==> config.mk <==
export PLATFORM = sky130hd
export DESIGN_NAME = ps2_rx_fifo_flat
export DESIGN_NICKNAME = d
export VERILOG_FILES = /design/src/rtl/ps2_rx_fifo_if.sv /design/src/rtl/ps2_rx_fifo.sv /design/src/flat_wrapper.sv
export SDC_FILE = /design/constraint.sdc
export NUM_CORES = 1
export LEC_CHECK = 0
export ABC_AREA = 1
export CORE_ASPECT_RATIO = 1.75
export CORE_MARGIN = 1
export CORE_UTILIZATION = 66
export CTS_CLUSTER_SIZE = 20
export DETAILED_ROUTE_END_ITERATION = 8
export PLACE_DENSITY = 0.95
export SYNTH_ARGS = -nofsm -noshare
export SYNTH_HDL_FRONTEND = slang
export SYNTH_SLANG_ARGS = --single-unit
==> constraint.sdc <==
create_clock -name clk -period 5.6 [get_ports clk]
set_clock_uncertainty 0.05 [all_clocks]
set_input_delay 1.12 -clock clk [delete_from_list [all_inputs] [get_ports clk]]
set_output_delay 1.12 -clock clk [all_outputs]
set_load 0.02 [all_outputs]
==> src/rtl/ps2_rx_fifo_if.sv <==
// rtl/ps2_rx_fifo_if.sv - scan-code byte handshake between the PS/2 receiver FIFO and the decoder
interface ps2_rx_fifo_if;
  logic [7:0] data;
  logic       ready;
  logic       nextdata_n;
  logic       overflow;
  logic       frame_err;

  modport master (
    output data,
    output ready,
    output overflow,
    output frame_err,
    input  nextdata_n
  );

  modport slave (
    input  data,
    input  ready,
    input  overflow,
    input  frame_err,
    output nextdata_n
  );
endinterface

==> src/rtl/ps2_rx_fifo.sv <==
// rtl/ps2_rx_fifo.sv - oversampled PS/2 device-to-host receiver with framing/parity check and byte FIFO
module ps2_rx_fifo #(
  parameter int ADDR_W  = 3,
  parameter int TIMEOUT = 100000
) (
  input  logic           clk,
  input  logic           clrn,
  input  logic           ps2_clk,
  input  logic           ps2_data,
  ps2_rx_fifo_if.master  kbd
);
  localparam int DEPTH  = 1 << ADDR_W;
  localparam int IDLE_W = $clog2(TIMEOUT + 1);
  localparam logic [IDLE_W-1:0] IDLE_LAST = IDLE_W'(TIMEOUT - 1);

  logic [2:0]        clk_sync_q, clk_sync_d;
  logic [1:0]        dat_sync_q, dat_sync_d;
  logic [3:0]        bit_cnt_q, bit_cnt_d;
  logic [9:0]        frame_q, frame_d;
  logic [IDLE_W-1:0] idle_q, idle_d;
  logic [ADDR_W:0]   wr_ptr_q, wr_ptr_d;
  logic [ADDR_W:0]   rd_ptr_q, rd_ptr_d;
  logic              overflow_q, overflow_d;
  logic              frame_err_q, frame_err_d;
  logic [7:0]        mem [DEPTH];

  logic fall;
  logic rx_bit;
  logic good;
  logic wr_en;
  logic empty;
  logic full;
  logic pop;

  // clk_sync_q[2] is the oldest sample: a falling edge is old=1, newer=0
  assign fall   = clk_sync_q[2] & ~clk_sync_q[1];
  assign rx_bit = dat_sync_q[1];
  assign empty  = (wr_ptr_q == rd_ptr_q);
  assign full   = (wr_ptr_q[ADDR_W-1:0] == rd_ptr_q[ADDR_W-1:0]) &&
                  (wr_ptr_q[ADDR_W] != rd_ptr_q[ADDR_W]);
  assign pop    = ~empty & ~kbd.nextdata_n;

  always_comb begin
    clk_sync_d  = {clk_sync_q[1:0], ps2_clk};
    dat_sync_d  = {dat_sync_q[0], ps2_data};
    bit_cnt_d   = bit_cnt_q;
    frame_d     = frame_q;
    idle_d      = idle_q;
    wr_ptr_d    = wr_ptr_q;
    rd_ptr_d    = rd_ptr_q;
    overflow_d  = overflow_q;
    frame_err_d = 1'b0;
    good        = 1'b0;
    wr_en       = 1'b0;

    if (pop) begin
      rd_ptr_d   = rd_ptr_q + 1'b1;
      overflow_d = 1'b0;
    end

    if (fall) begin
      idle_d = '0;
      if (bit_cnt_q == 4'd10) begin
        // frame_q[0]=start, [8:1]=data, [9]=parity; rx_bit is the stop bit
        bit_cnt_d = 4'd0;
        good      = ~frame_q[0] & rx_bit & (^frame_q[9:1]);
        if (!good) begin
          frame_err_d = 1'b1;
        end else if (full) begin
          overflow_d = 1'b1;
        end else begin
          wr_en    = 1'b1;
          wr_ptr_d = wr_ptr_q + 1'b1;
        end
      end else begin
        frame_d   = {rx_bit, frame_q[9:1]};
        bit_cnt_d = bit_cnt_q + 4'd1;
      end
    end else if (bit_cnt_q != 4'd0) begin
      if (idle_q == IDLE_LAST) begin
        bit_cnt_d   = 4'd0;
        idle_d      = '0;
        frame_err_d = 1'b1;
      end else begin
        idle_d = idle_q + 1'b1;
      end
    end
  end

  always_ff @(posedge clk or negedge clrn) begin
    if (!clrn) begin
      clk_sync_q  <= 3'b111;
      dat_sync_q  <= 2'b11;
      bit_cnt_q   <= 4'd0;
      frame_q     <= '0;
      idle_q      <= '0;
      wr_ptr_q    <= '0;
      rd_ptr_q    <= '0;
      overflow_q  <= 1'b0;
      frame_err_q <= 1'b0;
    end else begin
      clk_sync_q  <= clk_sync_d;
      dat_sync_q  <= dat_sync_d;
      bit_cnt_q   <= bit_cnt_d;
      frame_q     <= frame_d;
      idle_q      <= idle_d;
      wr_ptr_q    <= wr_ptr_d;
      rd_ptr_q    <= rd_ptr_d;
      overflow_q  <= overflow_d;
      frame_err_q <= frame_err_d;
    end
  end

  // Storage is deliberately left out of reset; only the pointers define validity
  always_ff @(posedge clk) begin
    if (wr_en) begin
      mem[wr_ptr_q[ADDR_W-1:0]] <= frame_q[8:1];
    end
  end

  assign kbd.data      = mem[rd_ptr_q[ADDR_W-1:0]];
  assign kbd.ready     = ~empty;
  assign kbd.overflow  = overflow_q;
  assign kbd.frame_err = frame_err_q;
endmodule

==> src/flat_wrapper.sv <==
// flat-port wrapper written by rule: the top's interface ports become plain ports
module ps2_rx_fifo_flat 
#(
  parameter int ADDR_W  = 3,
  parameter int TIMEOUT = 100000
)
  (clk, clrn, ps2_clk, ps2_data, kbd_data, kbd_ready, kbd_overflow, kbd_frame_err, kbd_nextdata_n);
  ps2_rx_fifo_if kbd_i ();
  input  logic clk;
  input  logic clrn;
  input  logic ps2_clk;
  input  logic ps2_data;
  output wire logic [$bits(kbd_i.data)-1:0] kbd_data;
  output wire logic [$bits(kbd_i.ready)-1:0] kbd_ready;
  output wire logic [$bits(kbd_i.overflow)-1:0] kbd_overflow;
  output wire logic [$bits(kbd_i.frame_err)-1:0] kbd_frame_err;
  input wire logic [$bits(kbd_i.nextdata_n)-1:0] kbd_nextdata_n;
  assign kbd_data = kbd_i.data;
  assign kbd_ready = kbd_i.ready;
  assign kbd_overflow = kbd_i.overflow;
  assign kbd_frame_err = kbd_i.frame_err;
  assign kbd_i.nextdata_n = kbd_nextdata_n;
  ps2_rx_fifo #(.ADDR_W(ADDR_W), .TIMEOUT(TIMEOUT)) u_core (.clk(clk), .clrn(clrn), .ps2_clk(ps2_clk), .ps2_data(ps2_data), .kbd(kbd_i));
endmodule
==> results of run 1 <==
-- per-layer routing --
metal,GRT usage,share of wire,up-vias
met5,0,0,-
met4,0.178,0.046,0
met3,0.0688,0.053,48
met2,0.534,0.54,163
met1,0.345,0.36,1754
li1,-,-,1703
-- cells in the final DEF, fill, tap and decap left out, types with 6 or more instances in the layout --
cell	instances
nor2_2	8
xnor2_1	6
o21ai_1	8
o21ai_0	45
nor2_1	79
inv_2	7
clkbuf_16	9
xor2_1	8
o22ai_1	8
a21oi_1	9
nor3_1	8
nand3_1	17
clkdlybuf4s50_1	14
a31oi_1	8
ha_1	6
nand4_1	9
nand2_1	83
inv_1	37
dfrtp_1	41
edfxtp_1	64
-- registers in the layout, summed over array words and instances (netlist names) --
name                  flops
u_core.bit_cnt_q          4
u_core.clk_sync_q         3
u_core.dat_sync_q         2
u_core.frame_q           10
u_core.idle_q            17
u_core.kbd.frame_err      1
u_core.kbd.overflow       1
u_core.mem               64
u_core.rd_ptr_q           4
u_core.wr_ptr_q           4
-- layout make-up --
class                   instances  area [um^2]
inverters                      45          169
fillers                       455         1790
flip-flops and latches        110         3080
multi-input cells             327         1690
repair buffers                 16          153
clock buffers                  10          229
clock inverters                 6         70.1
well taps                      86          108
-- kinds of logic (layout without fill, tap and decap cells) --
| kind of cell | after synthesis | count (layout) | share of synthesized area |
|---|---|---|---|
| compound gates | 83 | 83 | 0.0916 |
| xor+xnor | 14 | 14 | 0.0245 |
| fa+ha+maj | 6 | 6 | 0.0150 |
| buf+inv | 60 | 77 | 0.0460 |
| flops | 110 | 110 | 0.616 |
| simple gates | 224 | 224 | 0.207 |
-- worst max path at each step --
stage | slack (ns) | endpoint | start | cells past startpoint
floorplan | 2.92 | kbd_data[6] | u_core.rd_ptr_q[0] | 7
global placement | 2.10 | kbd_data[0] | u_core.rd_ptr_q[0] | 7
detailed placement | 1.97 | kbd_data[2] | u_core.rd_ptr_q[0] | 7
CTS | 1.48 | kbd_data[6] | u_core.rd_ptr_q[1] | 5
global route | 1.23 | kbd_data[0] | u_core.rd_ptr_q[0] | 7
finish | 1.44 | kbd_data[6] | u_core.rd_ptr_q[0] | 7
-- critical path, cell delays in order (launching register included) --
cell and delay (ns):
dfrtp_1 0.36, buf_4 0.24, inv_1 0.67, o21ai_0 0.18
o22ai_1 0.15, nor2_1 0.06, a31oi_1 0.26, clkdlybuf4s50_1 0.71
-- where the power goes --
part / total [W] / internal, W / switching [W]
registers: 0.00110 / 0.000973 / 0.000131
clock network: 0.000635 / 0.000350 / 0.000284
logic: 0.000817 / 0.000297 / 0.000520
-- per-stage QoR --
stage	utilization	setup slack (ns)
detailed placement	0.714	1.97
global placement	0.714	2.10
global route	0.755	1.23
floorplan	-	2.92
CTS	0.755	1.48
finish	0.755	1.44
==> flow_summary_export.csv, run 1 <==
group,metric,value,unit
sta,finalMaxSlewViolations,0,
clock_tree,htreeDepth,3,
logic_synthesis,syn_inst,497,
global_routing,grt_max_degree,47,
sta,fin_tns_setup,0,ns
worst_hold_path,hold_depth,0,
clock_tree,clock-sinks,110,
logic_synthesis,synth_nets,508,
finish,area_delta_synth_final,9.96,%
clock_tree,tritoncts,"done",
worst_setup_path,critPathArrivalTime,2.99,ns
clock_tree,cts.hold.buffers_added,0,
finish,design_area,5500,um^2
placed_design,dp.cells,584,
sta,whs,0.308,ns
worst_hold_path,worstHoldStart,"u_core.clk_sync_q[0]",
worst_setup_path,worstSetupPathType,"reg -> out",
logic_synthesis,synth_area,5000,um^2
route,dr_total_vias,3668,
worst_setup_path,timing.rr.start,"u_core.frame_q[6]",
logic_synthesis,ys_types,37,
global_routing,antenna_found_initial,0,
finish,antennaDiodeCount,0,
placed_design,placed_area,5200,um^2
finish,final_cells,600,
logic_synthesis,synth_area_leaders,"edfxtp_1, dfrtp_1, nand2_1, nor2_1, o21ai_0",
sta,fin_crit_sh,0.742,
sta,fin_crit,4.16,ns
worst_setup_path,end_kind,"primary output",
clock_tree,cts-resized-gates,0,
status,status,"completed",
clock_tree,post_cts.repair.setup_buffers,0,
global_routing,track_usage,0.310,
clock_tree,cts_root_buffer,"clkbuf_16",
die,fp.coreArea,7280,um^2
clock_tree,ctsLongestPathBuffers,2,
flow_run,maxCapViolations,0,
placed_design,routabilityCongestion,0.897,
die,num_io_pins,16,
worst_setup_path,r2r-end,"u_core.mem[7][5]",
sta,timing.final.hold_violations,0,
route,drt_iter0_markers,470,
route,drc,0,
sta,max_freq,0.241,GHz
logic_synthesis,yosysWarnings,0,
worst_hold_path,min_to,"u_core.clk_sync_q[1]",
clock_tree,numCtsBuffers,9,
global_routing,grt_overflow_total,0,
route,routedWlPerCell,18.0,um
clock_tree,clkTransAtPathRegs,0.07,ns
logic_synthesis,synthFlopType,"edfxtp_1",
route,vias_per_cell,6.11,
logic_synthesis,synth_top_area_frac,0.384,
worst_setup_path,rr_worst_depth,10,
global_routing,grt_pass1_wl,17700,um
logic_synthesis,syn_avg_cell_area,10.1,um^2
logic_synthesis,synth-edff-count,64,
pwr,cellPowerDensity,465,nW/um^2
placed_design,dp_hpwl,7280,um
logic_synthesis,async_reset_ff_frac,0.418,
finish,layout-drive-gt1-share,0.107,
die,fp.dieW,67.8,um
logic_synthesis,synth.most_common_cell,"nand2_1",
pwr,irDropWorstVdd,287,uV
worst_setup_path,critPathLaunchType,"register",
logic_synthesis,ys_seq_area_frac,0.616,
worst_hold_path,hold_class,"reg -> reg",
pwr,leakagePower,2.18,nW
sta,worst_slew_pin_slew,1.04,ns
pwr,fin_total_pwr,0.00256,W
placed_design,port_buffers,15,
die,fp.dieH,117,um
finish,finalNetCount,520,
die,start_util,0.686,
worst_setup_path,critPathMaxFanout,36,
sta,rsz0062_at_grt,"no",
logic_synthesis,ys_seq_elements,110,
global_routing,grt_pass1_vias,3683,
worst_setup_path,crit_required,4.43,ns
die,fp-row-count,41,
die,fp.dieArea,7940,um^2
clock_tree,insertion_delay,0.35,ns
worst_setup_path,reg2reg_slack,2.80,ns
route,ant_nets,0,
route,drt-pass1-iter-count,5,
logic_synthesis,yosysTopAreaCell,"edfxtp_1",
sta,finalSetupViolCount,0,
route,postRouteWirelength,10800,um
sta,slew_headroom,0.310,
logic_synthesis,synth_commonest_cells,"nand2_1, nor2_1, edfxtp_1, o21ai_0, dfrtp_1",
Power figures use the tool's default switching activity.
==> run 2, diff against run 1 <==
--- a/config.mk
+++ b/config.mk
@@ -8,10 +8,10 @@
 export ABC_AREA = 1
 export CORE_ASPECT_RATIO = 1.75
 export CORE_MARGIN = 1
-export CORE_UTILIZATION = 66
+export CORE_UTILIZATION = 55
 export CTS_CLUSTER_SIZE = 20
 export DETAILED_ROUTE_END_ITERATION = 8
-export PLACE_DENSITY = 0.95
+export PLACE_DENSITY = 0.86
 export SYNTH_ARGS = -nofsm -noshare
 export SYNTH_HDL_FRONTEND = slang
 export SYNTH_SLANG_ARGS = --single-unit
==> constraint.sdc (replaced) <==
create_clock -name clk -period 3.44 [get_ports clk]
set_clock_uncertainty 0.05 [all_clocks]
set_input_delay 0.688 -clock clk [delete_from_list [all_inputs] [get_ports clk]]
set_output_delay 0.688 -clock clk [all_outputs]
set_load 0.02 [all_outputs]
==> flow_summary_export.csv, run 2 (same netlist as run 1, synthesis figures left out) <==
group,metric,value,unit
sta,finalSetupViolCount,0,
worst_setup_path,crit_path_end,"kbd_data[1]",
clock_tree,tritoncts,"done",
sta,timing.final.hold_violations,0,
pwr,irDropWorstVdd,432,uV
worst_setup_path,reg2reg_slack,0.82,ns
finish,multi_input_area,1690,um^2
finish,final_common_cell,"nand2_1",
clock_tree,ctsLongestPathBuffers,2,
global_routing,antenna_found_initial,1,
placed_design,port_buffers,15,
worst_setup_path,crit_required,2.70,ns
clock_tree,insertion_delay,0.34,ns
global_routing,use_met2,0.414,
worst_setup_path,timing.rr.start,"u_core.frame_q[5]",
sta,max_freq,0.315,GHz
route,dr_total_vias,3507,
clock_tree,clock-sinks,110,
sta,rsz0062_at_grt,"no",
route,drt_iter0_markers,296,
die,fp.dieW,74.1,um
global_routing,busiest_layer,"met2",
finish,final_cell_mix,"nand2_1, nor2_1, edfxtp_1, o21ai_0, dfrtp_1",
sta,fin_crit_sh,0.922,
clock_tree,post_cts.repair.setup_buffers,0,
clock_tree,cts-resized-gates,0,
worst_setup_path,critPathMaxFanout,17,
route,postRouteWirelength,9780,um
worst_setup_path,r2r-end,"u_core.mem[5][6]",
sta,finalMaxSlewViolations,0,
worst_setup_path,cp.depth,6,
clock_tree,htreeDepth,3,
worst_setup_path,crit_buf_inv,2,
worst_setup_path,rr_worst_depth,10,
global_routing,globalRouteMet1Util,0.238,
global_routing,grt_overflow_total,0,
global_routing,track_usage,0.229,
route,drc,0,
worst_hold_path,hold_class,"reg -> reg",
global_routing,grt_pass1_vias,3457,
pwr,fin_total_pwr,0.00412,W
sta,slew_headroom,0.321,
die,num_io_pins,16,
worst_setup_path,critPathTopFamily,"buffers and inverters",
die,fp-row-count,45,
pwr,leakagePower,2.20,nW
pwr,cellPowerDensity,739,nW/um^2
route,drt-pass1-iter-count,5,
status,status,"completed",
worst_setup_path,path_cells,"inv_1 -> o21ai_0 -> o22ai_1 -> nor2_1 -> a31oi_1 -> clkdlybuf4s50_1",
finish,area_delta_synth_final,11.5,%
sta,fin_crit,3.17,ns
route,vias_per_cell,5.51,
die,fp.coreArea,8730,um^2
finish,finalNetCount,525,
worst_setup_path,crit_path_start,"u_core.rd_ptr_q[1]",
worst_setup_path,slowest_stage,"clkdlybuf4s50_1",
global_routing,grt_max_degree,47,
worst_setup_path,worstSetupPathType,"reg -> out",
worst_setup_path,end_kind,"primary output",
worst_setup_path,critPathArrivalTime,2.43,ns
global_routing,use_met3,0.0495,
finish,fill_cells,661,
global_routing,grt_pass1_wl,16000,um
finish,largest_register_ffs,64,
route,routedWlPerCell,15.4,um
worst_setup_path,critPathLaunchType,"register",
route,ant_nets,0,
clock_tree,cts_root_buffer,"clkbuf_16",
worst_setup_path,cpPeakStageDelay,0.66,ns
clock_tree,numCtsBuffers,9,
die,fp.dieArea,9490,um^2
die,start_util,0.573,
die,fp.dieH,128,um
finish,regArea,3080,um^2
clock_tree,clkTransAtPathRegs,0.07,ns
finish,layout-drive-gt1-share,0.114,
sta,worst_slew_pin_slew,1.02,ns
sta,fin_tns_setup,0,ns
placed_design,dp_hpwl,6980,um
clock_tree,cts.hold.buffers_added,0,
placed_design,routabilityCongestion,0.820,
flow_run,maxCapViolations,0,
-- run 2: layer usage --
| metal | vias to the layer above | share of wire |
|---|---|---|
| met5 | - | 0 |
| met3 | 28 | 0.034 |
| met4 | 0 | 0.037 |
| met1 | 1684 | 0.38 |
| li1 | 1709 | - |
| met2 | 86 | 0.55 |
-- run 2: area by class of cell --
cell class,instances,area share
Multi-Input combinational cell,327,0.303
Inverter,45,0.0303
Antenna cell,1,0.000449
Tap cell,117,0.0263
Sequential cell,110,0.552
Clock inverter,6,0.0121
Clock buffer,10,0.0411
Timing Repair Buffer,21,0.0341
-- run 2: power by group --
group	internal, W	switching [W]	leakage, nW
Clock	0.000570	0.000448	0.142
Sequential	0.00158	0.000177	1.17
Combinational	0.000503	0.000838	0.881
-- run 2: worst register-to-register path, delay by kind of cell, from the launching register on --
| kind | cells | cell delay, ns |
|---|---|---|
| flops | 1 | 0.57 |
| simple gates | 8 | 1.23 |
| compound gates | 1 | 0.27 |
| buf+inv | 1 | 0.13 |
-- run 2: stage by stage --
step | cells | hold slack, ns | utilization | worst slack (ns) | instance area (um^2)
CTS | 636 | 0.307 | 0.638 | 0.287 | 5570
detailed placement | 620 | 0.297 | 0.604 | 0.671 | 5280
global placement | 620 | 0.296 | 0.604 | 0.784 | 5280
floorplan | 497 | 0.295 | - | 1.20 | 5000
finish | 637 | 0.306 | 0.639 | 0.269 | 5570
global route | 637 | 0.308 | 0.639 | 0.0833 | 5570
-- run 2: worst min path at each step --
stage	start	endpoint	slack, ns	cells past startpoint
finish	u_core.clk_sync_q[0]	u_core.clk_sync_q[1]	0.31	0
global route	u_core.clk_sync_q[0]	u_core.clk_sync_q[1]	0.31	0
CTS	u_core.clk_sync_q[0]	u_core.clk_sync_q[1]	0.31	0
detailed placement	u_core.clk_sync_q[0]	u_core.clk_sync_q[1]	0.30	0
global placement	u_core.clk_sync_q[0]	u_core.clk_sync_q[1]	0.30	0
floorplan	u_core.clk_sync_q[0]	u_core.clk_sync_q[1]	0.30	0
